$ cat config.mk
export PLATFORM = sky130hd
export DESIGN_NAME = alu_seq_top
export DESIGN_NICKNAME = d
export VERILOG_FILES = /design/src/rtl/alu_seq_pkg.sv /design/src/rtl/btn_conditioner.sv /design/src/rtl/alu_seq_top.sv
export SDC_FILE = /design/constraint.sdc
export NUM_CORES = 1
export LEC_CHECK = 0
export BUFFER_PORTS_ARGS = -buffer_cell sky130_fd_sc_hd__buf_2
export CAP_MARGIN = 20
export CORE_UTILIZATION = 56
export DETAILED_ROUTE_END_ITERATION = 12
export GPL_TIMING_DRIVEN = 0
export PLACE_DENSITY = 0.74
export SLEW_MARGIN = 0
export SYNTH_ARGS = -nofsm -noshare
export SYNTH_HDL_FRONTEND = slang
export SYNTH_SLANG_ARGS = --single-unit
$ cat constraint.sdc
create_clock -name clock -period 2.8 [get_ports clock]
set_clock_uncertainty 0.1 [all_clocks]
set_input_delay 0.42 -clock clock [delete_from_list [all_inputs] [get_ports clock]]
set_output_delay 0.42 -clock clock [all_outputs]
set_load 0.01 [all_outputs]
$ cat src/rtl/alu_seq_pkg.sv
// rtl/alu_seq_pkg.sv - opcodes, FSM state encoding and flag bit positions for alu_seq_top
package alu_seq_pkg;

  localparam logic [5:0] OP_ADD = 6'b100000;
  localparam logic [5:0] OP_SUB = 6'b100010;
  localparam logic [5:0] OP_AND = 6'b100100;
  localparam logic [5:0] OP_OR  = 6'b100101;
  localparam logic [5:0] OP_XOR = 6'b100110;
  localparam logic [5:0] OP_NOR = 6'b100111;
  localparam logic [5:0] OP_SRL = 6'b000010;
  localparam logic [5:0] OP_SRA = 6'b000011;

  typedef enum logic [1:0] {
    WAIT_A  = 2'd0,
    WAIT_B  = 2'd1,
    WAIT_OP = 2'd2,
    SHOW    = 2'd3
  } state_t;

  // o_flags = {zero, negative, carry, overflow}
  localparam int FLAG_ZERO  = 3;
  localparam int FLAG_NEG   = 2;
  localparam int FLAG_CARRY = 1;
  localparam int FLAG_OVF   = 0;

endpackage

$ cat src/rtl/btn_conditioner.sv
// rtl/btn_conditioner.sv - two-flop synchroniser, debounce counter and rising-edge pulse
module btn_conditioner #(
  parameter int DEBOUNCE_CYCLES = 100000
) (
  input  logic clock,
  input  logic reset,
  input  logic i_btn,
  output logic o_level,
  output logic o_pulse
);

  localparam int CW = $clog2(DEBOUNCE_CYCLES + 1);
  localparam logic [CW-1:0] CNT_LAST = CW'(DEBOUNCE_CYCLES - 1);

  logic          sync_1;
  logic          sync_2;
  logic          level_q;
  logic [CW-1:0] cnt;

  always_ff @(posedge clock or posedge reset) begin
    if (reset) begin
      sync_1  <= 1'b0;
      sync_2  <= 1'b0;
      o_level <= 1'b0;
      level_q <= 1'b0;
      o_pulse <= 1'b0;
      cnt     <= '0;
    end else begin
      sync_1  <= i_btn;
      sync_2  <= sync_1;
      level_q <= o_level;
      o_pulse <= o_level & ~level_q;
      // The level flips only after an unbroken run of disagreeing samples.
      if (sync_2 == o_level) begin
        cnt <= '0;
      end else if (cnt == CNT_LAST) begin
        o_level <= sync_2;
        cnt     <= '0;
      end else begin
        cnt <= cnt + CW'(1);
      end
    end
  end

endmodule

$ cat src/rtl/alu_seq_top.sv
// rtl/alu_seq_top.sv - board ALU sequenced by a debounced ENTER button, with CLEAR,
// status flags, opcode-error detection and optional result chaining.
module alu_seq_top
  import alu_seq_pkg::*;
#(
  parameter int N_BITS          = 8,
  parameter int DEBOUNCE_CYCLES = 100000,
  parameter bit CHAIN           = 1'b1
) (
  input  logic              clock,
  input  logic              reset,
  input  logic [N_BITS-1:0] i_SWs,
  input  logic              i_btn_enter,
  input  logic              i_btn_clear,
  output logic [N_BITS-1:0] o_led,
  output logic [3:0]        o_flags,
  output logic              o_err,
  output logic [1:0]        o_state
);

  localparam int MSB = N_BITS - 1;

  logic              enter_pulse;
  logic              enter_level;
  logic              clear_pulse;
  logic              clear_level;
  logic              enter_go;
  state_t            state;
  state_t            state_next;
  logic [N_BITS-1:0] reg_a;
  logic [N_BITS-1:0] reg_b;
  logic [5:0]        reg_op;
  logic [5:0]        sw_op;
  logic [5:0]        alu_op;
  logic [N_BITS:0]   wide;
  logic [N_BITS-1:0] alu_res;
  logic [3:0]        alu_flags;
  logic              alu_c;
  logic              alu_v;
  logic              alu_err;

  btn_conditioner #(.DEBOUNCE_CYCLES(DEBOUNCE_CYCLES)) u_enter (
    .clock   (clock),
    .reset   (reset),
    .i_btn   (i_btn_enter),
    .o_level (enter_level),
    .o_pulse (enter_pulse)
  );

  btn_conditioner #(.DEBOUNCE_CYCLES(DEBOUNCE_CYCLES)) u_clear (
    .clock   (clock),
    .reset   (reset),
    .i_btn   (i_btn_clear),
    .o_level (clear_level),
    .o_pulse (clear_pulse)
  );

  // CLEAR wins: an ENTER edge while CLEAR is down is dropped.
  assign enter_go = enter_pulse & enter_level & ~clear_level;
  assign sw_op    = 6'(i_SWs);
  assign alu_op   = (state == WAIT_OP) ? sw_op : reg_op;
  assign o_state  = state;

  always_ff @(posedge clock or posedge reset) begin
    if (reset) state <= WAIT_A;
    else       state <= state_next;
  end

  always_comb begin
    state_next = state;
    if (clear_pulse) begin
      state_next = WAIT_A;
    end else if (enter_go) begin
      case (state)
        WAIT_A:  state_next = WAIT_B;
        WAIT_B:  state_next = WAIT_OP;
        WAIT_OP: state_next = SHOW;
        SHOW:    state_next = CHAIN ? WAIT_B : WAIT_A;
      endcase
    end
  end

  always_comb begin
    wide    = '0;
    alu_res = '0;
    alu_c   = 1'b0;
    alu_v   = 1'b0;
    alu_err = 1'b0;
    case (alu_op)
      OP_ADD: begin
        wide    = {1'b0, reg_a} + {1'b0, reg_b};
        alu_res = wide[MSB:0];
        alu_c   = wide[N_BITS];
        alu_v   = (reg_a[MSB] == reg_b[MSB]) && (alu_res[MSB] != reg_a[MSB]);
      end
      OP_SUB: begin
        wide    = {1'b0, reg_a} - {1'b0, reg_b};
        alu_res = wide[MSB:0];
        alu_c   = wide[N_BITS];
        alu_v   = (reg_a[MSB] != reg_b[MSB]) && (alu_res[MSB] != reg_a[MSB]);
      end
      OP_AND:  alu_res = reg_a & reg_b;
      OP_OR:   alu_res = reg_a | reg_b;
      OP_XOR:  alu_res = reg_a ^ reg_b;
      OP_NOR:  alu_res = ~(reg_a | reg_b);
      // Over-range shift amounts saturate to 0 / sign fill by operator semantics.
      OP_SRL:  alu_res = reg_a >> reg_b;
      OP_SRA:  alu_res = $unsigned($signed(reg_a) >>> reg_b);
      default: alu_err = 1'b1;
    endcase
    alu_flags = '0;
    if (!alu_err) begin
      alu_flags[FLAG_ZERO]  = (alu_res == '0);
      alu_flags[FLAG_NEG]   = alu_res[MSB];
      alu_flags[FLAG_CARRY] = alu_c;
      alu_flags[FLAG_OVF]   = alu_v;
    end
  end

  always_ff @(posedge clock or posedge reset) begin
    if (reset) begin
      reg_a   <= '0;
      reg_b   <= '0;
      reg_op  <= '0;
      o_led   <= '0;
      o_flags <= '0;
      o_err   <= 1'b0;
    end else if (clear_pulse) begin
      reg_a   <= '0;
      reg_b   <= '0;
      reg_op  <= '0;
      o_led   <= '0;
      o_flags <= '0;
      o_err   <= 1'b0;
    end else if (enter_go) begin
      case (state)
        WAIT_A:  reg_a <= i_SWs;
        WAIT_B:  reg_b <= i_SWs;
        WAIT_OP: begin
          reg_op  <= sw_op;
          o_led   <= alu_res;
          o_flags <= alu_flags;
          o_err   <= alu_err;
        end
        SHOW:    if (CHAIN) reg_a <= o_led;
      endcase
    end
  end

endmodule

==> flow_summary_export.csv, run 1 <==
group,metric,value,unit
synth,syn-num-nets,661,
synth,yosysWarnings,0,
critical_path,critPathCaptureType,"flop",
clock_tree,cts.reportedPaths.clkPinSlew,80,ps
layout,final_util,71.0,%
route,antenna_left,0,
global_routing,grt_pass1_vias,5016,
clock_tree,cts_made_buffers,9,
floorplanning,rows,35,
layout,drive_above_1_share,23.9,%
critical_path,worstPathRequired,2980,ps
sta,finalSetupViolations,1,
run,cap_violations,0,
floorplanning,die_h,102,um
floorplanning,die_area,0.0103,mm^2
sta,maxSlewHeadroom,53.1,%
route,drc,0,
pwr,leakage,2.86,nW
global_routing,grt_usage,31.5,%
route,firstDrtPassIters,8,
clock_tree,clockRootBuffer,"clkbuf_8",
run_status,outcome,"complete, but fails checks",
floorplanning,fp.dieW,102,um
route,via_count,5107,
pwr,vdd_drop_max,0.431,mV
sta,min_period,2840,ps
clock_tree,clockBufferDepth,2,
pwr,p_per_area,334,mW/mm^2
synth,yosysUniqueCellTypes,83,
floorplanning,start_util,59.0,%
synth,syn_area,0.00556,mm^2
clock_tree,cts_tree,"yes",
global_routing,grt_pass1_wl,24600,um
clock_tree,h-tree-depth,3,
critical_path,critPathArrivalTime,3020,ps
floorplanning,core,0.00942,mm^2
synth,avgSynthCellArea,9.01,um^2
layout,num_antenna_cells,0,
synth,synth_edf_count,0,
clock_tree,worstSkewPairLatency,360,ps
layout,area.growth.synth_to_final,20.3,%
placement,portBuffers,26,
synth,synthArstFlopShare,100,%
route,routed_wl,15400,um
synth,synth_ff_type,"dfrtp_1",
sta,period_share,102,%
min_path,hp-class,"in2reg",
placement,hpwl,10900,um
placement,dpl_worst_slack,-617,ps
sta,max_freq,352,MHz
global_routing,grt_max_degree,71,
placement,postPlaceCellArea,0.00588,mm^2
layout,fillers,705,
route,drt_iter0_drc,324,
sta,rsz0062_at_grt,"yes",
clock_tree,clock_sinks,80,
placement,gp_congestion,0.987,
layout,final_area,0.00669,mm^2
sta,hold_viol,0,
sta,worst_slack,-42.6,ps
layout,num-nets-final,724,
critical_path,start_kind,"flop",
critical_path,criticalPathCategory,"reg2reg",
global_routing,grt_overflow,0,
synth,synthCells,617,
global_routing,antenna_found_initial,0,
route,avgViaCountPerCell,6.27,
floorplanning,pin_count,27,
route,wl_per_cell,19.0,um
run_status,violations,"negative setup slack",
pwr,total_power,2.23,mW
synth,ys_seq_area_share,36.0,%
critical_path,cp_max_fo,9,
sta,finalMaxSlewViolations,0,
synth,yosys_register_bits,80,
sta,worstMarginPinSlew,704,ps
critical_path,r2r_slack,-40,ps
## stage by stage
stage          TNS (ps)  cells  hold WS (ps)
3_5_place_dp      -2620    773           239
5_1_grt            -162    814          63.0
3_3_place_gp     -48790    772           234
4_1_cts           -2.22    807          62.1
2_1_floorplan         0    617           231
6_report          -42.6    814          73.7
## registers in the layout, indices dropped and copies added (netlist names), 2 cells and up
name         flops
u_clear.cnt     17
u_enter.cnt     17
o_led            8
reg_a            8
reg_b            8
reg_op           6
o_flags          3
o_state          2
## cells in the final DEF, fill, tap and decap left out, drive strengths merged, types with 5 or more instances in the layout
cell type	Yosys	layout
clkbuf	23	33
nor2b	5	5
a21oi	38	38
nor3	13	13
o22ai	10	10
a21o	5	5
nor3b	5	5
xor2	23	23
a31oi	7	7
o21ai	17	17
dfrtp	80	80
mux4	5	5
nand4	10	10
nor2	79	79
clkinvlp	0	5
and3	6	6
a211oi	14	14
nor4	12	12
mux2	8	8
ha	30	30
xnor2	14	14
nand3	15	15
nand2	65	65
mux2i	14	14
and2	7	7
inv	31	28
buf	10	63
## critical path, stage by stage, from the launching register on
cell and delay (ps):
dfrtp_1 420, ha_4 240, nor4bb_1 140, buf_4 180, o22ai_4 240, a2bb2oi_2 210
o22ai_4 90, or4_4 530, nor4_4 330, nand4_1 120, o21ai_1 150
## what timing repair did
action,in CTS,in global routing
pin swaps,11,15
endpoints found under the hold margin,10,0
setup buffers,18,10
hold buffers,1,0
setup endpoints to repair,11,17
gates cloned,0,0
gates resized for setup,61,23
## kinds of logic (layout without fill, tap and decap cells)
group	after synthesis	after routing	synth area share, %
buffers and inverters	64	132	5.43
AND/OR/NAND/NOR	247	247	22.8
adder cells (fa/ha/maj)	32	32	7.48
flip-flops	80	80	36.0
AO/OA/AOI/OAI	130	130	16.2
XOR/XNOR	37	37	5.83
multiplexers	27	27	6.24
## layout make-up
type                    count  area [um^2]  area share, %
clock inverters             4         75.1           1.12
plain buffers              29          200           2.99
well taps                 129          161           2.41
inverters                  31          130           1.95
repair buffers             56          390           5.84
multi-input cells         473         3550           53.1
flip-flops and latches     80         2010           30.1
clock buffers              12          165           2.47
## path summary, 6_finish.rpt
kind / from / to / cells after the start
worst min register to register: u_clear.sync_1 / u_clear.sync_2 / 0
worst max register to register: o_state[1] / o_flags[3] / 10
worst min-delay path: i_btn_clear / u_clear.sync_1 / 1
worst max-delay path: o_state[1] / o_flags[3] / 10
min in group asynchronous: reset / u_clear.cnt[3] / 3
max in group asynchronous: reset / reg_b[5] / 4
## where the power goes
part	internal (mW)	switching (mW)	leakage [nW]
sequential	1.16	0.00794	0.944
clock	0.575	0.408	0.115
combinational	0.0242	0.0514	1.80
## cells in the mapped netlist (all sizes together), types with 5 or more instances
cell type / n / share of area [%]
inv: 31 / 2.1
mux2i: 14 / 2.5
nand2: 65 / 4.4
nor2b: 5 / 0.56
o22ai: 10 / 1.6
nor3: 13 / 1.2
ha: 30 / 6.8
and2: 7 / 0.79
dfrtp: 80 / 36
and3: 6 / 0.70
nand4: 10 / 1.1
a31oi: 7 / 0.79
mux2: 8 / 1.6
o21ai: 17 / 1.6
nor3b: 5 / 0.86
a21o: 5 / 0.70
a211oi: 14 / 1.9
buf: 10 / 1.2
nor2: 79 / 5.3
a21oi: 38 / 3.4
nor4: 12 / 1.7
mux4: 5 / 2.1
xnor2: 14 / 2.2
nand3: 15 / 1.4
xor2: 23 / 3.6
clkbuf: 23 / 2.1
## per-layer routing
metal | part of all wire [%] | wire length, um | global-route usage (%)
met3 | 5.4 | 836 | 5.04
met1 | 40 | 6250 | 38.4
met4 | 5.9 | 917 | 20.5
met2 | 48 | 7440 | 52.0
met5 | 0 | 0 | 0
(Power assumes the default switching activity.)
==> run 2, diff against run 1 <==
--- a/config.mk
+++ b/config.mk
@@ -5,6 +5,7 @@
 export SDC_FILE = /design/constraint.sdc
 export NUM_CORES = 1
 export LEC_CHECK = 0
+export ABC_AREA = 1
 export BUFFER_PORTS_ARGS = -buffer_cell sky130_fd_sc_hd__buf_2
 export CAP_MARGIN = 20
 export CORE_UTILIZATION = 56
==> flow_summary_export.csv, run 2 <==
group,metric,value,unit
clock_tree,cts.reportedPaths.clkPinSlew,90,ps
floorplanning,die_area,0.0106,mm^2
global_routing,antenna_found_initial,0,
floorplanning,core,0.00982,mm^2
clock_tree,clock_sinks,80,
global_routing,grt_usage,30.3,%
sta,hold_slack,63.1,ps
synth,avgSynthCellArea,7.40,um^2
layout,num-nets-final,862,
clock_tree,clockBufferDepth,2,
route,routed_wl,15100,um
route,via_count,5314,
sta,hold_viol,0,
synth,yosysMostFrequentCell,"nand2_1",
global_routing,grt_overflow,0,
clock_tree,cts_made_buffers,9,
route,drt_iter0_drc,327,
synth,synthCells,771,
layout,reg_top3,"u_clear.cnt x17, u_enter.cnt x17",
sta,min_period,2680,ps
layout,drive_above_1_share,15.9,%
sta,maxSlewHeadroom,61.8,%
layout,area.growth.synth_to_final,11.5,%
critical_path,criticalPathCategory,"reg2reg",
synth,synth_edf_count,0,
synth,yosysTopAreaCell,"dfrtp_1",
synth,synthTopCellsByCount,"nand2_1 (172), inv_1 (103), dfrtp_1 (80)",
sta,finalSetupTns,0,ps
global_routing,grt_pass1_wl,24300,um
critical_path,cpMaxStageDelayCell,"dfrtp_1",
critical_path,critPathArrivalTime,2890,ps
sta,max_freq,373,MHz
layout,layout_commonest_cell,"nand2_1",
critical_path,cp_max_fo,11,
critical_path,start_kind,"flop",
layout,final_cell_mix,"nand2_1 (172), inv_1 (100), dfrtp_1 (79)",
run_status,outcome,"completed",
placement,gp_congestion,1.00,
placement,hpwl,11700,um
route,wl_per_cell,15.8,um
synth,synth_ff_type,"dfrtp_1",
global_routing,grt_max_degree,51,
synth,netlist_top_cells_area,"dfrtp_1 (35%), nand2_1 (11%), inv_1 (6.8%), ha_1 (6.6%), nand3_1 (6.2%)",
clock_tree,cts_tree,"yes",
synth,synthArstFlopShare,100,%
clock_tree,h-tree-depth,3,
pwr,leakage,3.26,nW
synth,yosysWarnings,0,
global_routing,grt_pass1_vias,5094,
pwr,p_per_area,342,mW/mm^2
synth,yosysUniqueCellTypes,46,
floorplanning,fp.dieW,103,um
synth,syn_area,0.00571,mm^2
floorplanning,rows,36,
critical_path,path_common_cell,"nand2_1",
synth,yosys_register_bits,80,
sta,period_share,95.7,%
placement,dpl_worst_slack,-224,ps
clock_tree,worstSkewPairLatency,370,ps
route,antenna_left,0,
synth,ys_seq_area_share,35.1,%
run,cap_violations,0,
placement,portBuffers,26,
pwr,vdd_drop_max,0.435,mV
critical_path,cpPeakStageDelay,400,ps
floorplanning,die_h,103,um
clock_tree,clockRootBuffer,"clkbuf_8",
layout,num_antenna_cells,0,
sta,finalMaxSlewViolations,0,
synth,yosysTopAreaCellShare,35.1,%
route,drc,0,
sta,worstMarginPinSlew,569,ps
floorplanning,pin_count,27,
sta,worst_slack,121,ps
synth,syn-num-nets,815,
route,firstDrtPassIters,5,
min_path,hp-class,"in2reg",
floorplanning,start_util,58.1,%
critical_path,worstPathRequired,3010,ps
route,avgViaCountPerCell,5.56,
critical_path,critPathCaptureType,"flop",
sta,finalSetupViolations,0,
critical_path,worstPathCellList,"buf_6 > clkinv_4 > ha_1 > clkbuf_4 > nand2_1 > nand2_1 > inv_1 > nand2_1 > nand4_1 > nand2_1 > nand2_1 > nand3_1 > o2111ai_1 > nor2_2 > nand3_1 > nand2_1",
-- run 2: changes by cell type in the layout (fill, tap and decap cells not counted), moves of 14 or more --
| cell | before | now |
|---|---|---|
| nand2_1 | 65 | 172 |
| inv_1 | 26 | 100 |
| buf_4 | 29 | 10 |
| nand2_4 | 0 | 14 |
| xor2_1 | 23 | 8 |
| nand3_1 | 15 | 71 |
| o21ai_0 | 14 | 47 |
-- run 2: what timing repair did --
action / in CTS / in global routing
pin swaps: 0 / 3
hold buffers: 1 / 0
setup endpoints to repair: 7 / 6
endpoints found under the hold margin: 30 / 0
buffers inserted: 0 / 8
resized for setup: 4 / 12
-- run 2: power by group --
part	total [mW]	switching (mW)	internal (mW)
registers	1.17	0.00681	1.16
clock network	0.938	0.432	0.506
logic	0.0704	0.0493	0.0211
total	2.18	0.488	1.69
-- run 2: per-layer routing --
metal / wire length, um / global-route usage [%] / vias up
met3: 754 / 3.59 / 58
met5: 0 / 0 / -
met2: 7320 / 52.1 / 184
li1: - / - / 2616
met1: 6160 / 36.0 / 2456
met4: 844 / 19.5 / 0
-- run 2: per-stage QoR --
step	power (mW)	util, %	cells	instance area [um^2]
after floorplan	1.23	-	771	5710
after global placement	1.26	61.2	930	6010
after detailed placement	1.26	61.5	931	6040
after CTS	2.19	63.9	948	6280
after global routing	2.25	64.9	956	6370
final	2.18	64.9	956	6370
-- run 2: cell type report --
type / instances / area (um^2)
Clock inverter: 6 / 93.8
Timing Repair Buffer: 36 / 228
Clock buffer: 10 / 128
Fill cell: 890 / 3450
Inverter: 116 / 453
Sequential cell: 80 / 2000
Tap cell: 133 / 166
Multi-Input combinational cell: 561 / 3210
Buffer: 14 / 90.1
-- run 2: critical path, delay by kind of cell, from the launching register on --
kind,cells,cell delay [ps]
simple gates,10,1190
buf+inv,4,490
fa+ha+maj,1,290
flops,1,400
compound gates,1,150
-- run 2: logic make-up after synthesis --
logic type,share of synthesized area (%)
simple gates,35.4
fa+ha+maj,7.28
compound gates,11.2
buf+inv,9.14
xor+xnor,1.84
flops,35.1
-- run 2: worst paths after layout --
check	cells past startpoint	slack (ps)	to	from
max in group asynchronous	4	1540	reg_b[3]	reset
min	1	60	u_clear.sync_1	i_btn_clear
max reg2reg	16	120	o_flags[3]	reg_b[2]
min in group asynchronous	3	500	o_state[1]	reset
max	16	120	o_flags[3]	reg_b[2]
min reg2reg	0	260	u_enter.sync_2	u_enter.sync_1
==> run 3, diff against run 2 <==
--- a/config.mk
+++ b/config.mk
@@ -8,7 +8,9 @@
 export ABC_AREA = 1
 export BUFFER_PORTS_ARGS = -buffer_cell sky130_fd_sc_hd__buf_2
 export CAP_MARGIN = 20
-export CORE_UTILIZATION = 56
+export CELL_PAD_IN_SITES_DETAIL_PLACEMENT = 1
+export CELL_PAD_IN_SITES_GLOBAL_PLACEMENT = 1
+export CORE_UTILIZATION = 42
 export DETAILED_ROUTE_END_ITERATION = 12
 export GPL_TIMING_DRIVEN = 0
 export PLACE_DENSITY = 0.74
==> flow_summary_export.csv, run 3 (same netlist as run 2, synthesis figures left out) <==
group,metric,value,unit
clock_tree,h-tree-depth,3,
clock_tree,cts_made_buffers,9,
sta,max_freq,384,MHz
layout,drive_above_1_share,15.8,%
floorplanning,start_util,43.1,%
sta,finalSetupTns,0,ps
pwr,leakage,3.26,nW
critical_path,critical_path.top_delay_family,"simple AND/OR/NAND/NOR gates",
clock_tree,worstSkewPairLatency,350,ps
floorplanning,die_h,119,um
clock_tree,cts_tree,"yes",
sta,hold_viol,0,
global_routing,grt_max_degree,42,
placement,gp_congestion,0.894,
critical_path,cpMaxStageDelayCell,"dfrtp_2",
sta,period_share,93.0,%
clock_tree,cts.reportedPaths.clkPinSlew,70,ps
layout,reg_top3,"u_clear.cnt x17, u_enter.cnt x17",
route,via_count,5415,
critical_path,reg2reg_from,"reg_b[0]",
critical_path,path_common_cell,"nand3_1",
route,wl_per_cell,18.4,um
floorplanning,core,0.0132,mm^2
layout,seq_area,0.00200,mm^2
placement,dpl_worst_slack,-313,ps
layout,stdcell_count,992,
floorplanning,fp.dieW,119,um
pwr,vdd_drop_max,0.486,mV
critical_path,r2r_cells,14,
route,drc,0,
global_routing,grt_overflow,0,
clock_tree,hold_buffers,0,
critical_path,criticalPathCategory,"reg2reg",
route,firstDrtPassIters,5,
critical_path,cp_max_fo,8,
run,cap_violations,0,
route,routed_wl,18200,um
route,antenna_left,0,
placement,post-place-cells,974,
critical_path,r2r_slack,200,ps
global_routing,grt_pass1_wl,29700,um
route,drt_iter0_drc,346,
pwr,p_per_area,376,mW/mm^2
critical_path,worstPathCellList,"ha_1 > inv_1 > fa_1 > inv_1 > nand3_1 > nand2_1 > nand2_1 > nand3_1 > nand3_1 > nor2_2 > nand3_2 > nor2_1 > nand3_1 > nand2_1",
run_status,outcome,"completed",
layout,num_antenna_cells,0,
clock_tree,clockBufferDepth,2,
sta,min_period,2600,ps
critical_path,cp.buffers_inverters,2,
layout,area.growth.synth_to_final,12.6,%
placement,portBuffers,26,
global_routing,grt_pass1_vias,5515,
layout,final_cell_mix,"nand2_1 (171), inv_1 (100), dfrtp_1 (78)",
sta,maxSlewHeadroom,51.2,%
route,avgViaCountPerCell,5.46,
sta,worst_slack,196,ps
critical_path,startpoint,"reg_b[0]",
critical_path,r2r_end,"o_flags[3]",
critical_path,critPathCaptureType,"flop",
layout,multi_input_area,0.00321,mm^2
clock_tree,clock_sinks,80,
layout,num-nets-final,855,
sta,finalSetupViolations,0,
layout,fillers,1735,
placement,hpwl,14100,um
critical_path,start_kind,"flop",
critical_path,critPathArrivalTime,2800,ps
global_routing,antenna_found_initial,0,
min_path,hp-class,"in2async",
global_routing,grt_usage,27.4,%
sta,worstMarginPinSlew,727,ps
pwr,total_power,2.42,mW
floorplanning,rows,42,
floorplanning,pin_count,27,
layout,layout_commonest_cell,"nand2_1",
critical_path,cpPeakStageDelay,470,ps
floorplanning,die_area,0.0141,mm^2
sta,finalMaxSlewViolations,0,
critical_path,worstPathRequired,2990,ps
clock_tree,clockRootBuffer,"clkbuf_16",
==> run 3: changes by cell type in the layout (fill, tap and decap cells not counted), moves of 3 or more <==
| cell | before | now |
|---|---|---|
| clkbuf_8 | 9 | 2 |
| nor2_2 | 7 | 10 |
| clkbuf_16 | 0 | 9 |
| buf_4 | 10 | 4 |
==> run 3: metrics by stage <==
stage                     util (%)  hold slack, ps  instance area [um^2]
after floorplan                  -             231                  5710
after global placement        45.8             235                  6060
after detailed placement      45.9             243                  6080
after CTS                     48.2            36.2                  6390
after global routing          48.6            61.5                  6430
final                         48.6            19.5                  6430
==> run 3: cell type report <==
cell class / count / area share (%)
buffer: 14 / 1.40
clock buffer: 11 / 3.93
clock inverter: 5 / 0.623
inverter: 116 / 7.02
multi-input combinational: 561 / 49.9
sequential: 80 / 31.2
tap: 176 / 3.42
timing repair buffer: 29 / 2.57
==> run 3: what timing repair did <==
item,CTS,global route
hold endpoints to repair,0,0
pin swaps,0,3
endpoints found under the setup margin,8,7
gates cloned,0,0
setup buffers,0,2
gates resized for setup,6,12
==> run 3: how the worst max path moves through the flow <==
stage	end	slack [ps]	depth (start not counted)
finish	o_flags[3]	200	14
global route	o_flags[3]	-20	17
CTS	o_flags[3]	60	18
detailed placement	o_led[7]	-310	16
global placement	o_led[2]	-840	2
floorplan	o_err	230	1
==> run 3: worst reg2reg max path, cell delays in order (launching register included) <==
cell and delay (ps):
dfrtp_2 470, ha_1 310, inv_1 90, fa_1 400
inv_1 130, nand3_1 110, nand2_1 90, nand2_1 50
nand3_1 80, nand3_1 80, nor2_2 290, nand3_2 110
nor2_1 90, nand3_1 90, nand2_1 60
==> run 3: power by group <==
part           switching (mW)  leakage, nW  internal, mW  total [mW]
logic                  0.0520         2.20        0.0189      0.0709
clock network           0.519        0.134         0.654        1.17
registers             0.00641        0.931          1.17        1.17
total                   0.578         3.26          1.84        2.42
==> run 3: metal layers <==
layer	GRT usage [%]	vias up	wire length (um)	share of wire [%]
li1	-	2596	-	-
met1	38.0	2675	8640	47
met2	44.1	117	8470	46
met3	5.26	27	820	4.5
met4	5.85	0	300	1.6
met5	0	-	0	0
